### src/rtl/march_element_engine_pkg.sv
// Shared encodings for the march element engine: op fields, command bits and FSM states.
package march_element_engine_pkg;

    typedef enum logic [1:0] {
        MEE_IDLE  = 2'd0,
        MEE_RUN   = 2'd1,
        MEE_DRAIN = 2'd2
    } mee_state_e;

    localparam logic OP_RD = 1'b0;
    localparam logic OP_WR = 1'b1;

    localparam int CMD_WE_BIT = 0;
    localparam int CMD_RD_BIT = 1;

    function automatic logic op_is_write(input logic [1:0] op);
        return op[1] == OP_WR;
    endfunction

endpackage

### src/rtl/march_element_engine_addr_gen.sv
// Address counter for one march element; reports when the terminal address is reached.
module march_addr_gen #(
    parameter int AW = 8
) (
    input  logic          clk,
    input  logic          rst,
    input  logic          load,
    input  logic          dir,
    input  logic          step,
    output logic [AW-1:0] addr,
    output logic          last
);

    localparam logic [AW-1:0] ONE = {{(AW-1){1'b0}}, 1'b1};

    logic [AW-1:0] addr_q, addr_d;
    logic          dir_q, dir_d;

    always_comb begin
        addr_d = addr_q;
        dir_d  = dir_q;
        if (load) begin
            dir_d  = dir;
            addr_d = dir ? '1 : '0;
        end else if (step) begin
            addr_d = dir_q ? addr_q - ONE : addr_q + ONE;
        end
    end

    always_ff @(posedge clk) begin
        if (rst) begin
            addr_q <= '0;
            dir_q  <= 1'b0;
        end else begin
            addr_q <= addr_d;
            dir_q  <= dir_d;
        end
    end

    // Terminal detection by compare keeps the caller from ever stepping past the end.
    assign last = dir_q ? (addr_q == '0) : (addr_q == '1);
    assign addr = addr_q;

endmodule

### src/rtl/march_element_engine.sv
// Runs one march element over the auxiliary memory and checks read data with a one-stage compare pipeline.
module march_element_engine
    import march_element_engine_pkg::*;
#(
    parameter int DW     = 8,
    parameter int AW     = 8,
    parameter int CW     = 4,
    parameter int MAXOPS = 4
) (
    input  logic                clk,
    input  logic                rst,
    input  logic                start,
    input  logic                elem_dir,
    input  logic [1:0]          elem_nops,
    input  logic [2*MAXOPS-1:0] elem_ops,
    input  logic [DW-1:0]       elem_bg,
    output logic [CW-1:0]       mem_cmd,
    output logic [AW-1:0]       mem_addr,
    output logic [DW-1:0]       mem_wdata,
    input  logic [DW-1:0]       mem_rdata,
    output logic                busy,
    output logic                done,
    output logic                fail,
    output logic [AW-1:0]       fail_addr,
    output logic [DW-1:0]       fail_data,
    output logic [7:0]          fail_cnt
);

    function automatic logic [CW-1:0] op_cmd(input logic [1:0] op);
        logic [CW-1:0] c;
        c = '0;
        if (op_is_write(op)) c[CMD_WE_BIT] = 1'b1;
        else                 c[CMD_RD_BIT] = 1'b1;
        return c;
    endfunction

    function automatic logic [DW-1:0] op_data(input logic [1:0] op, input logic [DW-1:0] bg);
        return op[0] ? ~bg : bg;
    endfunction

    function automatic logic [7:0] sat_inc(input logic [7:0] v);
        return (v == 8'hFF) ? v : v + 8'd1;
    endfunction

    mee_state_e          state_q, state_d;
    logic [1:0]          op_q, op_d, nxt_op, issue_op;
    logic [1:0]          nops_q;
    logic [2*MAXOPS-1:0] ops_q;
    logic [DW-1:0]       bg_q, bg_sel;
    logic [CW-1:0]       cmd_q, cmd_d;
    logic [DW-1:0]       wdata_q, wdata_d, exp_q, exp_d;
    logic                busy_q, busy_d, done_q, done_d, fail_q, fail_d;
    logic [AW-1:0]       faddr_q, faddr_d;
    logic [DW-1:0]       fdata_q, fdata_d;
    logic [7:0]          fcnt_q, fcnt_d;
    logic                accept, load, step, issue, last;
    logic                vld_p1;
    logic [AW-1:0]       addr_p1;
    logic [DW-1:0]       exp_p1;

    march_addr_gen #(.AW(AW)) u_addr_gen (
        .clk  (clk),
        .rst  (rst),
        .load (load),
        .dir  (elem_dir),
        .step (step),
        .addr (mem_addr),
        .last (last)
    );

    always_comb begin
        state_d  = state_q;
        op_d     = op_q;
        busy_d   = busy_q;
        done_d   = 1'b0;
        accept   = 1'b0;
        load     = 1'b0;
        step     = 1'b0;
        issue    = 1'b0;
        issue_op = ops_q[1:0];
        bg_sel   = bg_q;
        nxt_op   = op_q + 2'd1;
        case (state_q)
            MEE_IDLE: begin
                // A start coinciding with done is dropped; upstream re-issues it.
                if (start && !done_q) begin
                    accept   = 1'b1;
                    load     = 1'b1;
                    state_d  = MEE_RUN;
                    busy_d   = 1'b1;
                    op_d     = '0;
                    issue    = 1'b1;
                    issue_op = elem_ops[1:0];
                    bg_sel   = elem_bg;
                end
            end
            MEE_RUN: begin
                if (op_q == nops_q) begin
                    if (last) begin
                        state_d = MEE_DRAIN;
                    end else begin
                        step     = 1'b1;
                        op_d     = '0;
                        issue    = 1'b1;
                        issue_op = ops_q[1:0];
                    end
                end else begin
                    op_d     = nxt_op;
                    issue    = 1'b1;
                    issue_op = ops_q[{nxt_op, 1'b0} +: 2];
                end
            end
            MEE_DRAIN: begin
                state_d = MEE_IDLE;
                busy_d  = 1'b0;
                done_d  = 1'b1;
            end
            default: begin
                state_d = MEE_IDLE;
                busy_d  = 1'b0;
            end
        endcase

        cmd_d   = issue ? op_cmd(issue_op) : '0;
        exp_d   = op_data(issue_op, bg_sel);
        wdata_d = (issue && op_is_write(issue_op)) ? exp_d : '0;

        fail_d  = fail_q;
        faddr_d = faddr_q;
        fdata_d = fdata_q;
        fcnt_d  = fcnt_q;
        if (accept) begin
            fail_d  = 1'b0;
            faddr_d = '0;
            fdata_d = '0;
            fcnt_d  = '0;
        end else if (vld_p1 && (mem_rdata != exp_p1)) begin
            fail_d = 1'b1;
            fcnt_d = sat_inc(fcnt_q);
            if (!fail_q) begin
                faddr_d = addr_p1;
                fdata_d = mem_rdata;
            end
        end
    end

    always_ff @(posedge clk) begin
        if (rst) begin
            state_q <= MEE_IDLE;
            op_q    <= '0;
            cmd_q   <= '0;
            wdata_q <= '0;
            busy_q  <= 1'b0;
            done_q  <= 1'b0;
            fail_q  <= 1'b0;
            faddr_q <= '0;
            fdata_q <= '0;
            fcnt_q  <= '0;
            vld_p1  <= 1'b0;
        end else begin
            state_q <= state_d;
            op_q    <= op_d;
            cmd_q   <= cmd_d;
            wdata_q <= wdata_d;
            busy_q  <= busy_d;
            done_q  <= done_d;
            fail_q  <= fail_d;
            faddr_q <= faddr_d;
            fdata_q <= fdata_d;
            fcnt_q  <= fcnt_d;
            vld_p1  <= cmd_q[CMD_RD_BIT];
        end
    end

    // Stage p1: address and expected value of the read whose data returns this cycle.
    always_ff @(posedge clk) begin
        if (accept) begin
            nops_q <= elem_nops;
            ops_q  <= elem_ops;
            bg_q   <= elem_bg;
        end
        exp_q   <= exp_d;
        addr_p1 <= mem_addr;
        exp_p1  <= exp_q;
    end

    assign mem_cmd   = cmd_q;
    assign mem_wdata = wdata_q;
    assign busy      = busy_q;
    assign done      = done_q;
    assign fail      = fail_q;
    assign fail_addr = faddr_q;
    assign fail_data = fdata_q;
    assign fail_cnt  = fcnt_q;

endmodule

### config.mk
export PLATFORM = sky130hd
export DESIGN_NAME = march_element_engine
export DESIGN_NICKNAME = d
export VERILOG_FILES = /design/src/rtl/march_element_engine_pkg.sv /design/src/rtl/march_element_engine_addr_gen.sv /design/src/rtl/march_element_engine.sv
export SDC_FILE = /design/constraint.sdc
export NUM_CORES = 1
export LEC_CHECK = 0
export CAP_MARGIN = 20
export CORE_MARGIN = 2
export CORE_UTILIZATION = 30
export CTS_CLUSTER_DIAMETER = 100
export DETAILED_ROUTE_END_ITERATION = 16
export SYNTH_ARGS = -nofsm -noshare
export SYNTH_HDL_FRONTEND = slang
export SYNTH_SLANG_ARGS = --single-unit
### constraint.sdc
create_clock -name clk -period 2.69 [get_ports clk]
set_clock_uncertainty 0.05 [all_clocks]
set_input_delay 0.6725 -clock clk [delete_from_list [all_inputs] [get_ports clk]]
set_output_delay 0.6725 -clock clk [all_outputs]
set_load 0.01 [all_outputs]
==> run_results.csv <==
group,metric,value,unit
status,status,"completed",
cts,ctsHoldBuffers,0,
routing,antenna_violating_nets_post_route,0,
cts,clkLatencyLatePin,0.35,ns
grt,antenna_violations_before_repair,0,
sta,period_share,85.8,%
cts,cts_inserted_buffers,9,
grt,globalRoute.totalOverflow,0,
sta,final-setup-viol-count,0,
grt,globalRouteTotalUtil,12.3,%
routing,drt_pass1_iterations,4,
sta,max_slew_margin,60.9,%
synthesis,synth_sequential_area_ratio,54.4,%
floorplanning,die-width,116,um
sta,fmax,433,MHz
sta,max_slew.worst_pin.slew,0.586,ns
floorplanning,pin_count,77,
synthesis,synth_top_cell_by_area,"sky130_fd_sc_hd__dfxtp_1",
cells_and_area,insertedDiodeCount,0,
cts,post_cts_buffers,0,
routing,drc,0,
worst_setup_path,timing.reg2reg.setup_slack,0.39,ns
synthesis,ys_top_cells_by_area,"sky130_fd_sc_hd__dfxtp_1 40%, sky130_fd_sc_hd__edfxtp_1 14%, sky130_fd_sc_hd__mux2i_1 7.2%",
synthesis,flops_latches_synth,93,
worst_setup_path,crit_path_dat,2.50,ns
sta,setup-tns-final,0,ns
synthesis,avgSynthCellArea,10.9,um2
min_path,hold_path_class,"reg2reg",
cts,cts.path.max_buffers,2,
floorplanning,initial_utilization,31.0,%
power_and_ir_drop,p_leak,0.00185,uW
floorplanning,coreArea,12100,um2
cts,clk_transition_reported_paths,0.07,ns
grt,grt_max_degree,27,
cells_and_area,syn_to_final_growth,34.0,%
sta,worst_hold_slack,0.280,ns
power_and_ir_drop,power_density,661,nW/um2
floorplanning,die_area,13400,um2
synthesis,synth_cell_type_count,52,
cts,clock-root-buffer,"sky130_fd_sc_hd__clkbuf_16",
worst_setup_path,cp-start-kind,"primary input",
synthesis,instance_count_of_the_mapped_netlist,343,
routing,postRouteWirelength,7730,um
cells_and_area,num-nets-final,462,
cells_and_area,fill_cells,1185,
grt,grt_first_pass_wirelength,12700,um
run,maxCapViolCount,0,
synthesis,dominant_cell_by_count_in_the_synthesized_netlist,"sky130_fd_sc_hd__dfxtp_1",
worst_setup_path,cp-end-kind,"flop",
sta,grt_setup_unrepaired,"false",
placed_design,final_gp_congestion,0.781,
min_path,worst_case_hold_path_end_point,"exp_p1[2]",
worst_setup_path,worst_path_max_fanout,9,
cts,clock_sinks,93,
cells_and_area,layout-drive-gt1-share,8.86,%
worst_setup_path,worstReg2RegStart,"u_addr_gen.addr[4]",
synthesis,synth-edff-count,18,
floorplanning,row_cnt,40,
placed_design,post-dp-hpwl,5580,um
cts,tritoncts,"yes",
placed_design,port-buffer-count,74,
routing,via_count,2696,
routing,drt-initial-drc-count,153,
routing,wl_per_cell,12.9,um
synthesis,yosysWarnings,0,
power_and_ir_drop,highest_ir_drop_seen_on_vdd,0.000251,V
sta,finalMaxSlewViolations,0,
cts,cts_resized,0,
worst_setup_path,crit_type,"in2reg",
worst_setup_path,critical_path_required,2.88,ns
worst_setup_path,worstRegToRegCells,6,
routing,route.detailed.vias_per_inst,4.52,
synthesis,asyncSetResetFlopFracSynth,0,%
min_path,whs_path_depth,0,
floorplanning,fp.dieH,116,um
grt,grt_pass1_vias,2620,
worst_setup_path,r2r_end,"mem_wdata[5]",
synthesis,synthFlopType,"sky130_fd_sc_hd__dfxtp_1",
synthesis,netlist.area_leader.share,40.0,%
min_path,hold_start,"exp_q[2]",
sta,period_needed,2.31,ns
synthesis,synthTopCellsByCount,"75 x sky130_fd_sc_hd__dfxtp_1, 40 x sky130_fd_sc_hd__nor2_1, 27 x sky130_fd_sc_hd__mux2i_1",
synthesis,mappedNetlistArea,3750,um2
cts,cts_max_level,3,
sta,final_hold_viol_count,0,
## area by class of cell
class | instances | area, um2 | share of cell area (%)
flip-flops and latches | 93 | 2040 | 40.6
multi-input cells | 224 | 1560 | 31.1
repair buffers | 87 | 880 | 17.5
clock buffers | 9 | 225 | 4.48
well taps | 168 | 210 | 4.18
clock inverters | 7 | 75.1 | 1.49
inverters | 9 | 33.8 | 0.672
## layout by cell type (no fill, tap or decap), types with 4 or more instances in the layout
cell | synthesis | final
sky130_fd_sc_hd__dfxtp_1 | 75 | 75
sky130_fd_sc_hd__clkdlybuf4s50_1 | 0 | 74
sky130_fd_sc_hd__nor2_1 | 40 | 40
sky130_fd_sc_hd__mux2i_1 | 27 | 27
sky130_fd_sc_hd__edfxtp_1 | 18 | 18
sky130_fd_sc_hd__xor2_1 | 16 | 16
sky130_fd_sc_hd__nand2_1 | 15 | 15
sky130_fd_sc_hd__a21oi_1 | 13 | 13
sky130_fd_sc_hd__o21ai_0 | 13 | 13
sky130_fd_sc_hd__xnor2_1 | 11 | 11
sky130_fd_sc_hd__inv_1 | 9 | 9
sky130_fd_sc_hd__clkbuf_16 | 0 | 9
sky130_fd_sc_hd__buf_4 | 5 | 9
sky130_fd_sc_hd__nor4bb_1 | 7 | 7
sky130_fd_sc_hd__ha_1 | 7 | 7
sky130_fd_sc_hd__nor2b_1 | 6 | 6
sky130_fd_sc_hd__nand2b_1 | 6 | 6
sky130_fd_sc_hd__nand4_1 | 6 | 6
sky130_fd_sc_hd__o21bai_1 | 5 | 5
sky130_fd_sc_hd__nor3_1 | 4 | 4
## per-stage QoR
| stage | area (um2) | cells | setup WS [ns] | util, % | total power (uW) |
|---|---|---|---|---|---|
| after floorplan | 3760 | 344 | 0.403 | - | 1910 |
| after global placement | 4720 | 580 | -0.164 | 38.9 | 2100 |
| after detailed placement | 4720 | 580 | -0.240 | 38.9 | 2100 |
| after CTS | 5020 | 596 | 0.137 | 41.4 | 3370 |
| after global routing | 5030 | 597 | 0.189 | 41.5 | 3480 |
| final | 5030 | 597 | 0.383 | 41.5 | 3320 |
## worst max-delay path, cell delays in order
cell and delay, ns:
sky130_fd_sc_hd__clkdlybuf4s50_1 0.46, sky130_fd_sc_hd__xnor2_1 0.15, sky130_fd_sc_hd__nand4_1 0.11, sky130_fd_sc_hd__o21ai_0 0.12, sky130_fd_sc_hd__nor2_2 0.48, sky130_fd_sc_hd__buf_6 0.25, sky130_fd_sc_hd__mux2i_1 0.20, sky130_fd_sc_hd__nor2_1 0.05
## worst max-delay path by stage
stage                             startpoint                  to  slack [ns]
final                           mem_rdata[3]        fail_addr[1]        0.38
after global routing      u_addr_gen.addr[4]        mem_wdata[5]        0.19
after detailed placement        mem_rdata[7]        fail_data[7]       -0.24
after global placement          mem_rdata[7]        fail_data[4]       -0.16
after CTS                       mem_rdata[3]        fail_data[7]        0.14
after floorplan                        start  u_addr_gen.addr[7]        0.40
## cells by family (layout without fill, tap and decap cells)
| group | Yosys count | in the layout | synth area share (%) |
|---|---|---|---|
| AO/OA/AOI/OAI | 54 | 54 | 9.43 |
| XOR/XNOR | 28 | 28 | 6.73 |
| adder cells (fa/ha/maj) | 8 | 8 | 2.87 |
| buffers and inverters | 27 | 112 | 4.07 |
| flip-flops | 93 | 93 | 54.4 |
| multiplexers | 27 | 27 | 7.20 |
| other | 1 | 2 | 0.0999 |
| AND/OR/NAND/NOR | 105 | 105 | 15.2 |
## report_power, final
group	switching, uW	total [uW]	internal [uW]
Sequential	66.4	1610	1540
Clock	598	1260	661
Combinational	207	456	249
Total	872	3320	2450
## per-layer routing
layer | vias to the layer above | wire [um] | track usage, %
met3 | 11 | 446 | 3.97
li1 | 1360 | - | -
met5 | - | 0 | 0
met1 | 1249 | 3510 | 14.7
met2 | 76 | 3630 | 20.2
met4 | 0 | 143 | 5.32
Power figures use the tool's default switching activity.
